[config.mk]
export PLATFORM = sky130hd
export DESIGN_NAME = memory_stage_flat
export DESIGN_NICKNAME = d
export VERILOG_FILES = /design/src/rtl/memory_stage_if.sv /design/src/rtl/memory_stage.sv /design/src/flat_wrapper.sv
export SDC_FILE = /design/constraint.sdc
export NUM_CORES = 1
export LEC_CHECK = 0
export ABC_AREA = 1
export BUFFER_PORTS_ARGS = -buffer_cell sky130_fd_sc_hd__buf_2
export CAP_MARGIN = 30
export CORE_ASPECT_RATIO = 1.2
export CORE_UTILIZATION = 47
export DETAILED_ROUTE_END_ITERATION = 6
export PLACE_DENSITY = 0.91
export RECOVER_POWER = 25
export SYNTH_ARGS = -nofsm -noshare
export SYNTH_HDL_FRONTEND = slang
export SYNTH_SLANG_ARGS = --single-unit
[constraint.sdc]
create_clock -name clk -period 4.19 [get_ports clk]
set_input_delay 0.419 -clock clk [delete_from_list [all_inputs] [get_ports clk]]
set_output_delay 0.419 -clock clk [all_outputs]
set_load 0.02 [all_outputs]
[src/rtl/memory_stage_if.sv]
// Pipeline bundle for the memory stage: upstream instruction fields, the memory
// response, the writeback handshake and the bypass path back to decode.
interface memory_stage_if;
    logic        data_data_ok;
    logic [31:0] data_rdata;
    logic        valid_i;
    logic [31:0] pc_i;
    logic [4:0]  waddr_i;
    logic [31:0] result_i;
    logic [31:0] eaddr_i;
    logic [31:0] rdata2_i;
    logic        mem_r;
    logic        mem_w;
    logic        wex;
    logic [2:0]  ld_type;
    logic        ready_i;
    logic        ready_o;
    logic        valid_o;
    logic [31:0] pc_o;
    logic [4:0]  waddr_o;
    logic [31:0] wdata_o;
    logic        wen_o;
    logic [4:0]  fwd_addr;
    logic [31:0] fwd_data;
    logic        fwd_ok;

    modport slave (
        input  data_data_ok, data_rdata, valid_i, pc_i, waddr_i, result_i,
               eaddr_i, rdata2_i, mem_r, mem_w, wex, ld_type, ready_i,
        output ready_o, valid_o, pc_o, waddr_o, wdata_o, wen_o,
               fwd_addr, fwd_data, fwd_ok
    );

    modport master (
        output data_data_ok, data_rdata, valid_i, pc_i, waddr_i, result_i,
               eaddr_i, rdata2_i, mem_r, mem_w, wex, ld_type, ready_i,
        input  ready_o, valid_o, pc_o, waddr_o, wdata_o, wen_o,
               fwd_addr, fwd_data, fwd_ok
    );
endinterface

[src/rtl/memory_stage.sv]
// Memory pipeline stage: waits for the data response, aligns/extends load data,
// holds an early response in a one-entry buffer while writeback is stalled.
module memory_stage (
    input  logic           clk,
    input  logic           resetn,
    memory_stage_if.slave  bus
);
    localparam int unsigned DW = 32;
    localparam logic [2:0] LD_LB  = 3'd0;
    localparam logic [2:0] LD_LBU = 3'd1;
    localparam logic [2:0] LD_LH  = 3'd2;
    localparam logic [2:0] LD_LHU = 3'd3;
    localparam logic [2:0] LD_LW  = 3'd4;
    localparam logic [2:0] LD_LWL = 3'd5;
    localparam logic [2:0] LD_LWR = 3'd6;

    logic          r_buf_valid;
    logic [DW-1:0] r_buf;
    logic          r_valid_o;
    logic          r_wen_o;
    logic [31:0]   r_pc_o;
    logic [4:0]    r_waddr_o;
    logic [DW-1:0] r_wdata_o;

    logic          w_mem;
    logic          w_done;
    logic          w_capture;
    logic [DW-1:0] w_raw;
    logic [1:0]    w_off;
    logic [4:0]    w_sh;
    logic [7:0]    w_byte;
    logic [15:0]   w_half;
    logic [DW-1:0] w_load;
    logic [DW-1:0] w_wdata;

    assign w_mem     = bus.mem_r | bus.mem_w;
    assign w_done    = !w_mem || r_buf_valid || bus.data_data_ok;
    assign w_capture = bus.valid_i && w_mem && bus.data_data_ok && !r_buf_valid && !bus.ready_i;
    assign w_raw     = r_buf_valid ? r_buf : bus.data_rdata;
    assign w_off     = bus.eaddr_i[1:0];
    assign w_sh      = {w_off, 3'b000};
    assign w_byte    = 8'(w_raw >> w_sh);
    assign w_half    = 16'(w_raw >> {w_off[1], 4'b0000});

    // Load alignment; shift amounts widened to 6 bits so a 32-bit shift clears the mask.
    always_comb begin
        w_load = w_raw;
        case (bus.ld_type)
            LD_LB:   w_load = {{24{w_byte[7]}}, w_byte};
            LD_LBU:  w_load = {24'd0, w_byte};
            LD_LH:   w_load = {{16{w_half[15]}}, w_half};
            LD_LHU:  w_load = {16'd0, w_half};
            LD_LW:   w_load = w_raw;
            LD_LWL:  w_load = (w_raw << (6'd24 - 6'(w_sh)))
                            | (bus.rdata2_i & (32'hFFFF_FFFF >> (6'(w_sh) + 6'd8)));
            LD_LWR:  w_load = (w_raw >> w_sh)
                            | (bus.rdata2_i & ~(32'hFFFF_FFFF >> w_sh));
            default: w_load = w_raw;
        endcase
    end

    assign w_wdata = bus.mem_r ? w_load : bus.result_i;

    assign bus.ready_o  = !bus.valid_i || (w_done && bus.ready_i);
    assign bus.fwd_addr = bus.valid_i ? bus.waddr_i : 5'd0;
    assign bus.fwd_data = w_wdata;
    assign bus.fwd_ok   = bus.valid_i && w_done && bus.wex;

    // Response buffer and writeback registers; everything holds while ready_i is low.
    always_ff @(posedge clk) begin
        if (!resetn) begin
            r_buf_valid <= 1'b0;
            r_buf       <= '0;
            r_valid_o   <= 1'b0;
            r_wen_o     <= 1'b0;
            r_pc_o      <= '0;
            r_waddr_o   <= '0;
            r_wdata_o   <= '0;
        end else begin
            if (bus.ready_i) begin
                r_buf_valid <= 1'b0;
            end else if (w_capture) begin
                r_buf_valid <= 1'b1;
                r_buf       <= bus.data_rdata;
            end
            if (bus.ready_i) begin
                r_valid_o <= bus.valid_i && w_done;
                r_wen_o   <= bus.valid_i && w_done && bus.wex;
                r_pc_o    <= bus.pc_i;
                r_waddr_o <= bus.waddr_i;
                r_wdata_o <= w_wdata;
            end
        end
    end

    assign bus.valid_o = r_valid_o;
    assign bus.wen_o   = r_wen_o;
    assign bus.pc_o    = r_pc_o;
    assign bus.waddr_o = r_waddr_o;
    assign bus.wdata_o = r_wdata_o;
endmodule

[src/flat_wrapper.sv]
// flat-port wrapper written by rule: the top's interface ports become plain ports
module memory_stage_flat 
  (clk, resetn, bus_data_data_ok, bus_data_rdata, bus_valid_i, bus_pc_i, bus_waddr_i, bus_result_i, bus_eaddr_i, bus_rdata2_i, bus_mem_r, bus_mem_w, bus_wex, bus_ld_type, bus_ready_i, bus_ready_o, bus_valid_o, bus_pc_o, bus_waddr_o, bus_wdata_o, bus_wen_o, bus_fwd_addr, bus_fwd_data, bus_fwd_ok);
  memory_stage_if bus_i ();
  input  logic clk;
  input  logic resetn;
  input wire logic [$bits(bus_i.data_data_ok)-1:0] bus_data_data_ok;
  input wire logic [$bits(bus_i.data_rdata)-1:0] bus_data_rdata;
  input wire logic [$bits(bus_i.valid_i)-1:0] bus_valid_i;
  input wire logic [$bits(bus_i.pc_i)-1:0] bus_pc_i;
  input wire logic [$bits(bus_i.waddr_i)-1:0] bus_waddr_i;
  input wire logic [$bits(bus_i.result_i)-1:0] bus_result_i;
  input wire logic [$bits(bus_i.eaddr_i)-1:0] bus_eaddr_i;
  input wire logic [$bits(bus_i.rdata2_i)-1:0] bus_rdata2_i;
  input wire logic [$bits(bus_i.mem_r)-1:0] bus_mem_r;
  input wire logic [$bits(bus_i.mem_w)-1:0] bus_mem_w;
  input wire logic [$bits(bus_i.wex)-1:0] bus_wex;
  input wire logic [$bits(bus_i.ld_type)-1:0] bus_ld_type;
  input wire logic [$bits(bus_i.ready_i)-1:0] bus_ready_i;
  output wire logic [$bits(bus_i.ready_o)-1:0] bus_ready_o;
  output wire logic [$bits(bus_i.valid_o)-1:0] bus_valid_o;
  output wire logic [$bits(bus_i.pc_o)-1:0] bus_pc_o;
  output wire logic [$bits(bus_i.waddr_o)-1:0] bus_waddr_o;
  output wire logic [$bits(bus_i.wdata_o)-1:0] bus_wdata_o;
  output wire logic [$bits(bus_i.wen_o)-1:0] bus_wen_o;
  output wire logic [$bits(bus_i.fwd_addr)-1:0] bus_fwd_addr;
  output wire logic [$bits(bus_i.fwd_data)-1:0] bus_fwd_data;
  output wire logic [$bits(bus_i.fwd_ok)-1:0] bus_fwd_ok;
  assign bus_i.data_data_ok = bus_data_data_ok;
  assign bus_i.data_rdata = bus_data_rdata;
  assign bus_i.valid_i = bus_valid_i;
  assign bus_i.pc_i = bus_pc_i;
  assign bus_i.waddr_i = bus_waddr_i;
  assign bus_i.result_i = bus_result_i;
  assign bus_i.eaddr_i = bus_eaddr_i;
  assign bus_i.rdata2_i = bus_rdata2_i;
  assign bus_i.mem_r = bus_mem_r;
  assign bus_i.mem_w = bus_mem_w;
  assign bus_i.wex = bus_wex;
  assign bus_i.ld_type = bus_ld_type;
  assign bus_i.ready_i = bus_ready_i;
  assign bus_ready_o = bus_i.ready_o;
  assign bus_valid_o = bus_i.valid_o;
  assign bus_pc_o = bus_i.pc_o;
  assign bus_waddr_o = bus_i.waddr_o;
  assign bus_wdata_o = bus_i.wdata_o;
  assign bus_wen_o = bus_i.wen_o;
  assign bus_fwd_addr = bus_i.fwd_addr;
  assign bus_fwd_data = bus_i.fwd_data;
  assign bus_fwd_ok = bus_i.fwd_ok;
  memory_stage u_core (.clk(clk), .resetn(resetn), .bus(bus_i));
endmodule
==> impl_metrics.env, run 1 <==
export IMPL_status="finished with violations"
export IMPL_vias=8335
export IMPL_synthArstFlopShare_pct=0
export IMPL_clock_sinks=104
export IMPL_clock_root_buffer="clkbuf_16"
export IMPL_place_gp_congestion=0.956
export IMPL_finish_utilization_pct=59.0
export IMPL_cts_tree="built"
export IMPL_fin_crit_ns=3.07
export IMPL_power_frac_clock_pct=32.2
export IMPL_timing_slew_headroom_pct=48.3
export IMPL_setup_viol=0
export IMPL_area_growth_syn_to_layout_pct=22.8
export IMPL_design_core_area_mm2=0.0138
export IMPL_grt_pass1_wl_um=38200
export IMPL_synth_seq_area_share_pct=31.5
export IMPL_crit_arrival_ns=2.65
export IMPL_die_area_mm2=0.0145
export IMPL_critical_path_class="reg -> out"
export IMPL_yosysWarnings=0
export IMPL_critPathLaunchType="register"
export IMPL_ctsHoldBuffers=0
export IMPL_vias_per_cell=5.59
export IMPL_ant_nets=0
export IMPL_rows=47
export IMPL_min_path_type="in -> reg"
export IMPL_crit_family="simple AND/OR/NAND/NOR gates"
export IMPL_synth_area_mm2=0.00661
export IMPL_drtPass1Iterations=7
export IMPL_fin_skew_ns=0.00887
export IMPL_antenna_cells=0
export IMPL_drt_first_iter_violations=994
export IMPL_path_clk_slew_ns=0.08
export IMPL_holdPathStages=2
export IMPL_syn_num_nets=1280
export IMPL_crit_path_end_kind="output port"
export IMPL_fmax_mhz=326
export IMPL_syn_mean_instance_area_um2=5.99
export IMPL_cellLeakagePower_nw=4.36
export IMPL_pwr_share_comb_pct=27.3
export IMPL_dpl_hpwl_um=18500
export IMPL_whs_endpoint="u_core.bus.pc_o[13]"
export IMPL_cp_depth=10
export IMPL_internal_power_mw=1.72
export IMPL_rrSetupSlack_ns=1.89
export IMPL_grt_pass1_vias=7405
export IMPL_path_buf_inv=2
export IMPL_hold_path_startpoint="bus_pc_i[13]"
export IMPL_p_sw_share_pct=35.4
export IMPL_drive_gt1_share_pct=20.1
export IMPL_h_tree_depth=3
export IMPL_slowest_delay_ns=0.35
export IMPL_synth_edff_count=0
export IMPL_final_hold_viol_count=0
export IMPL_rsz0062_at_grt="false"
export IMPL_synth_cell_types=30
export IMPL_post_route_period_util_pct=73.3
export IMPL_drc_errors=1
export IMPL_fp_dieW_um=110
export IMPL_slowest_stage="buf_4"
export IMPL_r2r_end="u_core.bus.wdata_o[13]"
export IMPL_worst_slew_pin_slew_ns=0.773
export IMPL_cts_buffers=9
export IMPL_crit_top_cell="nand2_1"
export IMPL_ys_ff_latch=104
export IMPL_overflow=0
export IMPL_cts_max_path_buffers=2
export IMPL_clk_latency_ns=0.36
export IMPL_post_cts_buffers=0
export IMPL_reg2regPathDepth=11
export IMPL_path_max_fanout=37
export IMPL_syn_inst=1104
export IMPL_chipHeight_um=132
export IMPL_pin_count=286
export IMPL_p_sw_mw=0.942
export IMPL_synth_main_ff_cell="dfxtp_1"
export IMPL_wl_um=24900
export IMPL_maxCapViolations=0
export IMPL_start_util_pct=48.0
export IMPL_grt_max_degree=73
export IMPL_fin_tns_setup_ns=0
export IMPL_regToRegStartpoint="u_core.r_buf_valid"
export IMPL_violations="design-rule violations"
export IMPL_final_max_slew_viol_count=0
export IMPL_wl_per_cell_um=16.7
export IMPL_ir_drop_v=0.000243
export IMPL_fin_nets=1492
export IMPL_io_buffer_count=255
export IMPL_cts_resized=0
export IMPL_pwr_share_seq_pct=40.5
export IMPL_path_cells="buf_4 > nand2_1 > nand3_1 > nand3_1 > nand2_2 > nand2_1 > nand3_1 > nand2_1 > nand2_1 > buf_2"
export IMPL_crit_required_ns=3.77
export IMPL_p_per_area_mw_per_mm2=327
export IMPL_grtUsageTotal_pct=33.8
export IMPL_grt_antenna_before_repair=1
## synthesized netlist by cell type, types with 5 or more instances
cell type / n / area share, %
o21ai_0: 42 / 3.2
a22o_1: 37 / 4.9
dfxtp_1: 104 / 31
inv_2: 11 / 0.62
buf_2: 18 / 1.4
a31oi_1: 17 / 1.6
and2_1: 11 / 1.0
inv_1: 32 / 1.8
clkbuf_1: 28 / 1.6
a21oi_1: 49 / 3.7
buf_6: 5 / 0.85
nand2_1: 452 / 26
buf_4: 10 / 1.1
nand2_2: 12 / 1.1
nand3_1: 129 / 9.8
nor2_1: 117 / 6.6
## worst max-delay path by stage
stage	from	to	slack [ns]
6_report	u_core.r_buf_valid	bus_fwd_data[13]	1.12
5_1_grt	u_core.r_buf_valid	bus_fwd_data[13]	1.02
2_1_floorplan	bus_eaddr_i[1]	bus_fwd_data[18]	2.38
3_3_place_gp	bus_ld_type[0]	bus_fwd_data[13]	1.35
3_5_place_dp	bus_eaddr_i[1]	bus_fwd_data[13]	1.36
4_1_cts	u_core.r_buf_valid	bus_fwd_data[13]	1.20
## layout by cell type (no fill, tap or decap), types with 17 or more instances in the layout
master / Yosys / routed
a21oi_1: 49 / 49
a22o_1: 37 / 37
a31oi_1: 17 / 17
buf_2: 18 / 202
clkbuf_1: 28 / 53
dfxtp_1: 104 / 104
inv_1: 32 / 32
nand2_1: 452 / 452
nand3_1: 129 / 129
nor2_1: 117 / 116
o21ai_0: 42 / 42
## state kept, by name (all words and copies together) (netlist names)
register            count
u_core.bus.valid_o      1
u_core.r_buf_valid      1
u_core.bus.wdata_o     32
u_core.bus.wen_o        1
u_core.bus.waddr_o      5
u_core.r_buf           32
u_core.bus.pc_o        32
## worst reg2reg max path, delay by kind of cell, from the launching register on
family                 cells  cell delay [ns]
flip-flops                 1             0.34
buffers and inverters      1             0.35
AND/OR/NAND/NOR           10             1.54
## area by class of cell
cell class                 count  area, um2
clock inverter                 6       62.6
tap                          171        214
inverter                      44        166
multi-input combinational    891       4030
sequential                   104       2080
timing repair buffer         266       1330
fill                        1368       5640
clock buffer                  10        239
## power by group through the flow
stage                     Combinational, mW  Sequential [mW]  Clock, mW
after floorplan                       0.406             1.15          0
after global placement                0.698             1.09          0
after detailed placement              0.713             1.10          0
after CTS                             0.717             1.08      0.866
after global routing                  0.790             1.08      0.893
final                                 0.724             1.08      0.856
## cells by family (layout without fill, tap and decap cells)
group / count (synthesis) / after routing / share of synthesized area (%)
flops: 104 / 104 / 31.5
simple gates: 729 / 729 / 45.3
buf+inv: 109 / 326 / 7.68
compound gates: 162 / 162 / 15.6
## routing by layer
metal,part of all wire [%],global-route usage (%)
met4,4.6,17.0
met1,40,44.9
met5,0,0
met2,44,51.1
met3,12,7.41
## metrics by stage
step | area, um2 | setup slack, ns | hold slack [ns] | total power, mW | instances
floorplan | 6610 | 2.38 | 0.465 | 1.55 | 1104
global placement | 7830 | 1.35 | 0.431 | 1.79 | 1474
detailed placement | 7880 | 1.36 | 0.434 | 1.81 | 1476
CTS | 8180 | 1.20 | 0.271 | 2.66 | 1492
global route | 8120 | 1.02 | 0.284 | 2.77 | 1492
finish | 8120 | 1.12 | 0.271 | 2.66 | 1492
Note: power is estimated with default switching activity, not from simulation.
==> run 2, diff against run 1 <==
Clock period 4.19 ns to 3 ns, I/O delays scaled along.
==> run 2 against run 1 <==
Net effect:
- the flow now finishes without violations
- clock power is 48% higher
- register-to-register slack worse by 1.1 ns
- non-clock buffer count is 11 higher
- total power is 43% higher
- worst setup slack worse by 0.97 ns
- core utilization is 0.46 points higher
- critical path depth stayed put
==> impl_metrics.env, run 2 (synthesis results as in run 1) <==
export IMPL_grt_antenna_before_repair=0
export IMPL_overflow=0
export IMPL_path_max_fanout=16
export IMPL_post_cts_buffers=0
export IMPL_final_hold_viol_count=0
export IMPL_setup_ws_ns=0.145
export IMPL_fin_nets=1503
export IMPL_holdPathStages=2
export IMPL_fin_crit_ns=2.86
export IMPL_slowest_stage="dfxtp_1"
export IMPL_crit_arrival_ns=2.56
export IMPL_vias_per_cell=5.52
export IMPL_crit_path_end_kind="output port"
export IMPL_worst_slew_pin_slew_ns=0.751
export IMPL_wl_per_cell_um=16.5
export IMPL_ant_nets=0
export IMPL_crit_top_cell="nand2_1"
export IMPL_grt_most_used_layer="met2"
export IMPL_cts_max_path_buffers=2
export IMPL_area_growth_syn_to_layout_pct=23.8
export IMPL_hold_path_startpoint="bus_pc_i[15]"
export IMPL_chipHeight_um=132
export IMPL_place_gp_congestion=1.01
export IMPL_met1_usage_pct=44.3
export IMPL_ctsHoldBuffers=0
export IMPL_whs_ns=0.150
export IMPL_use_met3_pct=7.17
export IMPL_fin_tns_setup_ns=0
export IMPL_h_tree_depth=3
export IMPL_fmax_mhz=350
export IMPL_maxCapViolations=0
export IMPL_wl_um=24800
export IMPL_rows=47
export IMPL_path_cells="inv_2 > nand2_2 > nand3_1 > nand3_1 > nand2_2 > a21oi_4 > nand2_1 > nand2_1 > nand2_1 > buf_2"
export IMPL_cts_resized=0
export IMPL_drive_gt1_share_pct=20.6
export IMPL_r2r_end="u_core.bus.wdata_o[19]"
export IMPL_design_core_area_mm2=0.0138
export IMPL_dpl_hpwl_um=18800
export IMPL_slowest_delay_ns=0.56
export IMPL_whs_endpoint="u_core.bus.pc_o[15]"
export IMPL_clock_sinks=104
export IMPL_crit_family="simple AND/OR/NAND/NOR gates"
export IMPL_post_place_ws_ns=0.600
export IMPL_grtUsageMet2_pct=51.8
export IMPL_clk_latency_ns=0.37
export IMPL_total_power_mw=3.79
export IMPL_regToRegStartpoint="u_core.r_buf_valid"
export IMPL_fin_skew_ns=0.0119
export IMPL_antenna_cells=0
export IMPL_ir_drop_v=0.000386
export IMPL_die_area_mm2=0.0145
export IMPL_grt_pass1_wl_um=37500
export IMPL_p_per_area_mw_per_mm2=463
export IMPL_rrSetupSlack_ns=0.75
export IMPL_cts_tree="built"
export IMPL_status="completed"
export IMPL_fill_cells=1374
export IMPL_rsz0062_at_grt="false"
export IMPL_grt_max_degree=47
export IMPL_start_util_pct=48.0
export IMPL_final_max_slew_viol_count=0
export IMPL_grt_pass1_vias=7294
export IMPL_setup_viol=0
export IMPL_drc_errors=0
export IMPL_pin_count=286
export IMPL_cellLeakagePower_nw=4.41
export IMPL_critical_path_class="reg -> out"
export IMPL_critPathLaunchType="register"
export IMPL_min_path_type="in -> reg"
export IMPL_finish_utilization_pct=59.4
export IMPL_grtUsageTotal_pct=33.4
export IMPL_drtPass1Iterations=6
export IMPL_vias=8302
export IMPL_final_cell_mix="452 x nand2_1, 202 x buf_2, 129 x nand3_1, 116 x nor2_1, 104 x dfxtp_1"
export IMPL_final_common_cell="nand2_1"
export IMPL_multi_input_area_mm2=0.00403
export IMPL_ff_latch_area_mm2=0.00208
export IMPL_crit_required_ns=2.70
export IMPL_clock_root_buffer="clkbuf_16"
export IMPL_cts_buffers=9
export IMPL_reg2regPathDepth=11
export IMPL_drt_first_iter_violations=979
export IMPL_path_clk_slew_ns=0.08
export IMPL_path_buf_inv=2
export IMPL_fp_dieW_um=110
export IMPL_post_route_period_util_pct=95.2
export IMPL_timing_slew_headroom_pct=49.9
export IMPL_io_buffer_count=255
-- run 2: cell types whose count changed in the layout (fill, tap and decap cells not counted) --
cell / delta
buf_4: +13
buf_16: -1
inv_8: +1
bufinv_16: +1
clkbuf_1: +1
buf_12: -1
clkbuf_8: -1
clkinv_4: -2
-- run 2: layer usage --
layer  vias up  part of all wire, %
met1      3704                   41
met2       499                   45
met3        60                   11
li1       4039                    -
met4         0                  3.4
met5         -                    0
-- run 2: power by group --
part	total (mW)	switching, mW	internal (mW)
combinational	1.02	0.684	0.334
sequential	1.50	0.0431	1.46
clock	1.27	0.596	0.672
-- run 2: cell type report --
class,count,share of cell area [%]
multi-input cells,891,49.2
flip-flops and latches,104,25.5
repair buffers,277,16.8
clock buffers,10,2.80
well taps,171,2.62
inverters,44,2.03
clock inverters,6,1.06
-- run 2: worst max-delay path by stage --
stage / cells after the start / to / slack, ns / start
6_report: 10 / bus_fwd_data[19] / 0.14 / u_core.r_buf_valid
5_1_grt: 10 / bus_fwd_data[19] / 0.07 / u_core.r_buf_valid
4_1_cts: 10 / bus_fwd_data[19] / 0.26 / u_core.r_buf_valid
3_5_place_dp: 11 / bus_fwd_data[24] / 0.60 / bus_eaddr_i[1]
3_3_place_gp: 11 / bus_fwd_data[24] / 0.60 / bus_eaddr_i[1]
2_1_floorplan: 10 / bus_fwd_data[16] / 1.34 / u_core.r_buf_valid
-- run 2: stage by stage --
step | std cells | cell area [um2]
floorplan | 1104 | 6610
global placement | 1487 | 7930
detailed placement | 1487 | 7930
CTS | 1503 | 8250
global route | 1503 | 8180
finish | 1503 | 8180
==> run 3, diff against run 2 <==
Settings changed: CORE_UTILIZATION 47 to 49, PLACE_DENSITY 0.91 to 0.94.
==> run 3 against run 2 <==
Net effect:
- count of clock-buffer cells in the layout stayed put
- clock power is 8% lower
- final area is 0.86% higher
- critical endpoint is now bus_fwd_data[10]
- highest routed layer unchanged
==> impl_metrics.env, run 3 (synthesis results as in run 1) <==
export IMPL_post_route_period_util_pct=91.6
export IMPL_p_per_area_mw_per_mm2=449
export IMPL_drtPass1Iterations=6
export IMPL_grt_pass1_wl_um=36700
export IMPL_io_buffer_count=255
export IMPL_slowest_stage="dfxtp_1"
export IMPL_slowest_delay_ns=0.51
export IMPL_pwr_share_seq_pct=40.7
export IMPL_dpl_hpwl_um=18300
export IMPL_die_area_mm2=0.0140
export IMPL_start_util_pct=50.2
export IMPL_crit_path_end_kind="output port"
export IMPL_internal_power_mw=2.39
export IMPL_fin_skew_ns=0.0124
export IMPL_crit_required_ns=2.70
export IMPL_path_buf_inv=3
export IMPL_cts_tree="built"
export IMPL_pwr_share_comb_pct=27.8
export IMPL_worst_slew_pin_slew_ns=0.709
export IMPL_pin_count=286
export IMPL_final_max_slew_viol_count=0
export IMPL_final_cell_mix="452 x nand2_1, 202 x buf_2, 129 x nand3_1, 116 x nor2_1, 104 x dfxtp_1"
export IMPL_rsz0062_at_grt="false"
export IMPL_cellLeakagePower_nw=4.44
export IMPL_path_max_fanout=31
export IMPL_path_clk_slew_ns=0.08
export IMPL_ir_drop_v=0.000328
export IMPL_chipHeight_um=129
export IMPL_vias_per_cell=5.65
export IMPL_path_cells="inv_2 > buf_4 > nand2_1 > nand2_1 > nor2_1 > o21ai_0 > nor2_1 > nand3_1 > nand2_1 > nand2_1 > buf_2"
export IMPL_rows=46
export IMPL_fp_dieW_um=108
export IMPL_min_path_type="in -> reg"
export IMPL_area_growth_syn_to_layout_pct=24.8
export IMPL_fmax_mhz=364
export IMPL_wl_per_cell_um=16.4
export IMPL_grt_max_degree=71
export IMPL_grtUsageTotal_pct=34.0
export IMPL_overflow=0
export IMPL_fin_crit_ns=2.75
export IMPL_cts_max_path_buffers=2
export IMPL_crit_top_cell="nand2_1"
export IMPL_total_power_mw=3.70
export IMPL_timing_slew_headroom_pct=52.7
export IMPL_fin_tns_setup_ns=0
export IMPL_crit_arrival_ns=2.45
export IMPL_p_sw_share_pct=35.3
export IMPL_power_frac_clock_pct=31.5
export IMPL_maxCapViolations=0
export IMPL_grt_pass1_vias=7195
export IMPL_vias=8511
export IMPL_status="completed"
export IMPL_grt_antenna_before_repair=1
export IMPL_place_gp_congestion=0.981
export IMPL_design_core_area_mm2=0.0132
export IMPL_clock_root_buffer="clkbuf_16"
export IMPL_final_common_cell="nand2_1"
export IMPL_critPathLaunchType="register"
export IMPL_clock_sinks=104
export IMPL_fin_nets=1509
export IMPL_crit_family="simple AND/OR/NAND/NOR gates"
export IMPL_drc_errors=0
export IMPL_setup_viol=0
export IMPL_p_sw_mw=1.31
export IMPL_cts_buffers=9
export IMPL_clk_latency_ns=0.37
export IMPL_wl_um=24600
export IMPL_drive_gt1_share_pct=21.0
export IMPL_cts_resized=0
export IMPL_final_hold_viol_count=0
export IMPL_critical_path_class="reg -> out"
export IMPL_h_tree_depth=3
export IMPL_ant_nets=0
export IMPL_drt_first_iter_violations=1232
==> run 3: changes by cell type in the layout (fill, tap and decap cells not counted), sizes merged <==
cell,previous run,this run
clkinv,3,4
buf,224,230
diode,0,1
bufinv,1,0
==> run 3: metal layers <==
metal	vias to the layer above	global-route usage (%)	routed length [um]
met1	3821	45.0	9700
met2	571	52.0	11200
met3	70	7.60	2920
li1	4049	-	-
met4	0	16.4	813
met5	-	0	0
==> run 3: power by group through the flow <==
stage	logic, mW	clock network, mW	registers (mW)
final	1.03	1.17	1.51
after global routing	1.12	1.22	1.51
after CTS	1.02	1.17	1.50
after detailed placement	1.01	0	1.53
after global placement	0.997	0	1.53
after floorplan	0.567	0	1.60
==> run 3: worst paths after layout <==
check                                       startpoint                     end  slack (ns)  depth (start not counted)
worst max-delay path                u_core.r_buf_valid        bus_fwd_data[10]        0.25                         11
worst min-delay path                      bus_pc_i[31]     u_core.bus.pc_o[31]        0.15                          2
worst min register to register  u_core.bus.wdata_o[27]  u_core.bus.wdata_o[27]        0.45                          2
worst max register to register      u_core.r_buf_valid  u_core.bus.wdata_o[10]        0.87                         12
==> run 3: stage by stage <==
stage	hold slack, ns	setup WS [ns]	instances	util, %	cell area, um2
global placement	0.431	0.600	1489	60.7	8000
detailed placement	0.435	0.550	1489	60.7	8000
CTS	0.147	0.154	1505	62.9	8290
finish	0.146	0.253	1507	62.6	8250
global route	0.159	0.130	1506	62.6	8250
floorplan	0.435	1.34	1104	-	6610
==> run 3: cell type report <==
type	count	area [um2]
Fill cell	1269	4930
Timing Repair Buffer	283	1470
Antenna cell	1	2.50
Multi-Input combinational cell	891	4030
Sequential cell	104	2080
Clock buffer	10	229
Inverter	44	166
Clock inverter	6	62.6
Tap cell	168	210
==> run 3: timing repair <==
action | 4_1_cts | 5_1_grt
buffers inserted | 0 | 1
hold buffers | 0 | 0
setup endpoints to repair | 0 | 3
==> run 3: worst register-to-register path: cells and delay by family, from the launching register on <==
| kind | cells | cell delay (ns) |
|---|---|---|
| buffers and inverters | 2 | 0.39 |
| AND/OR/NAND/NOR | 9 | 1.04 |
| flip-flops | 1 | 0.51 |
| AO/OA/AOI/OAI | 1 | 0.09 |
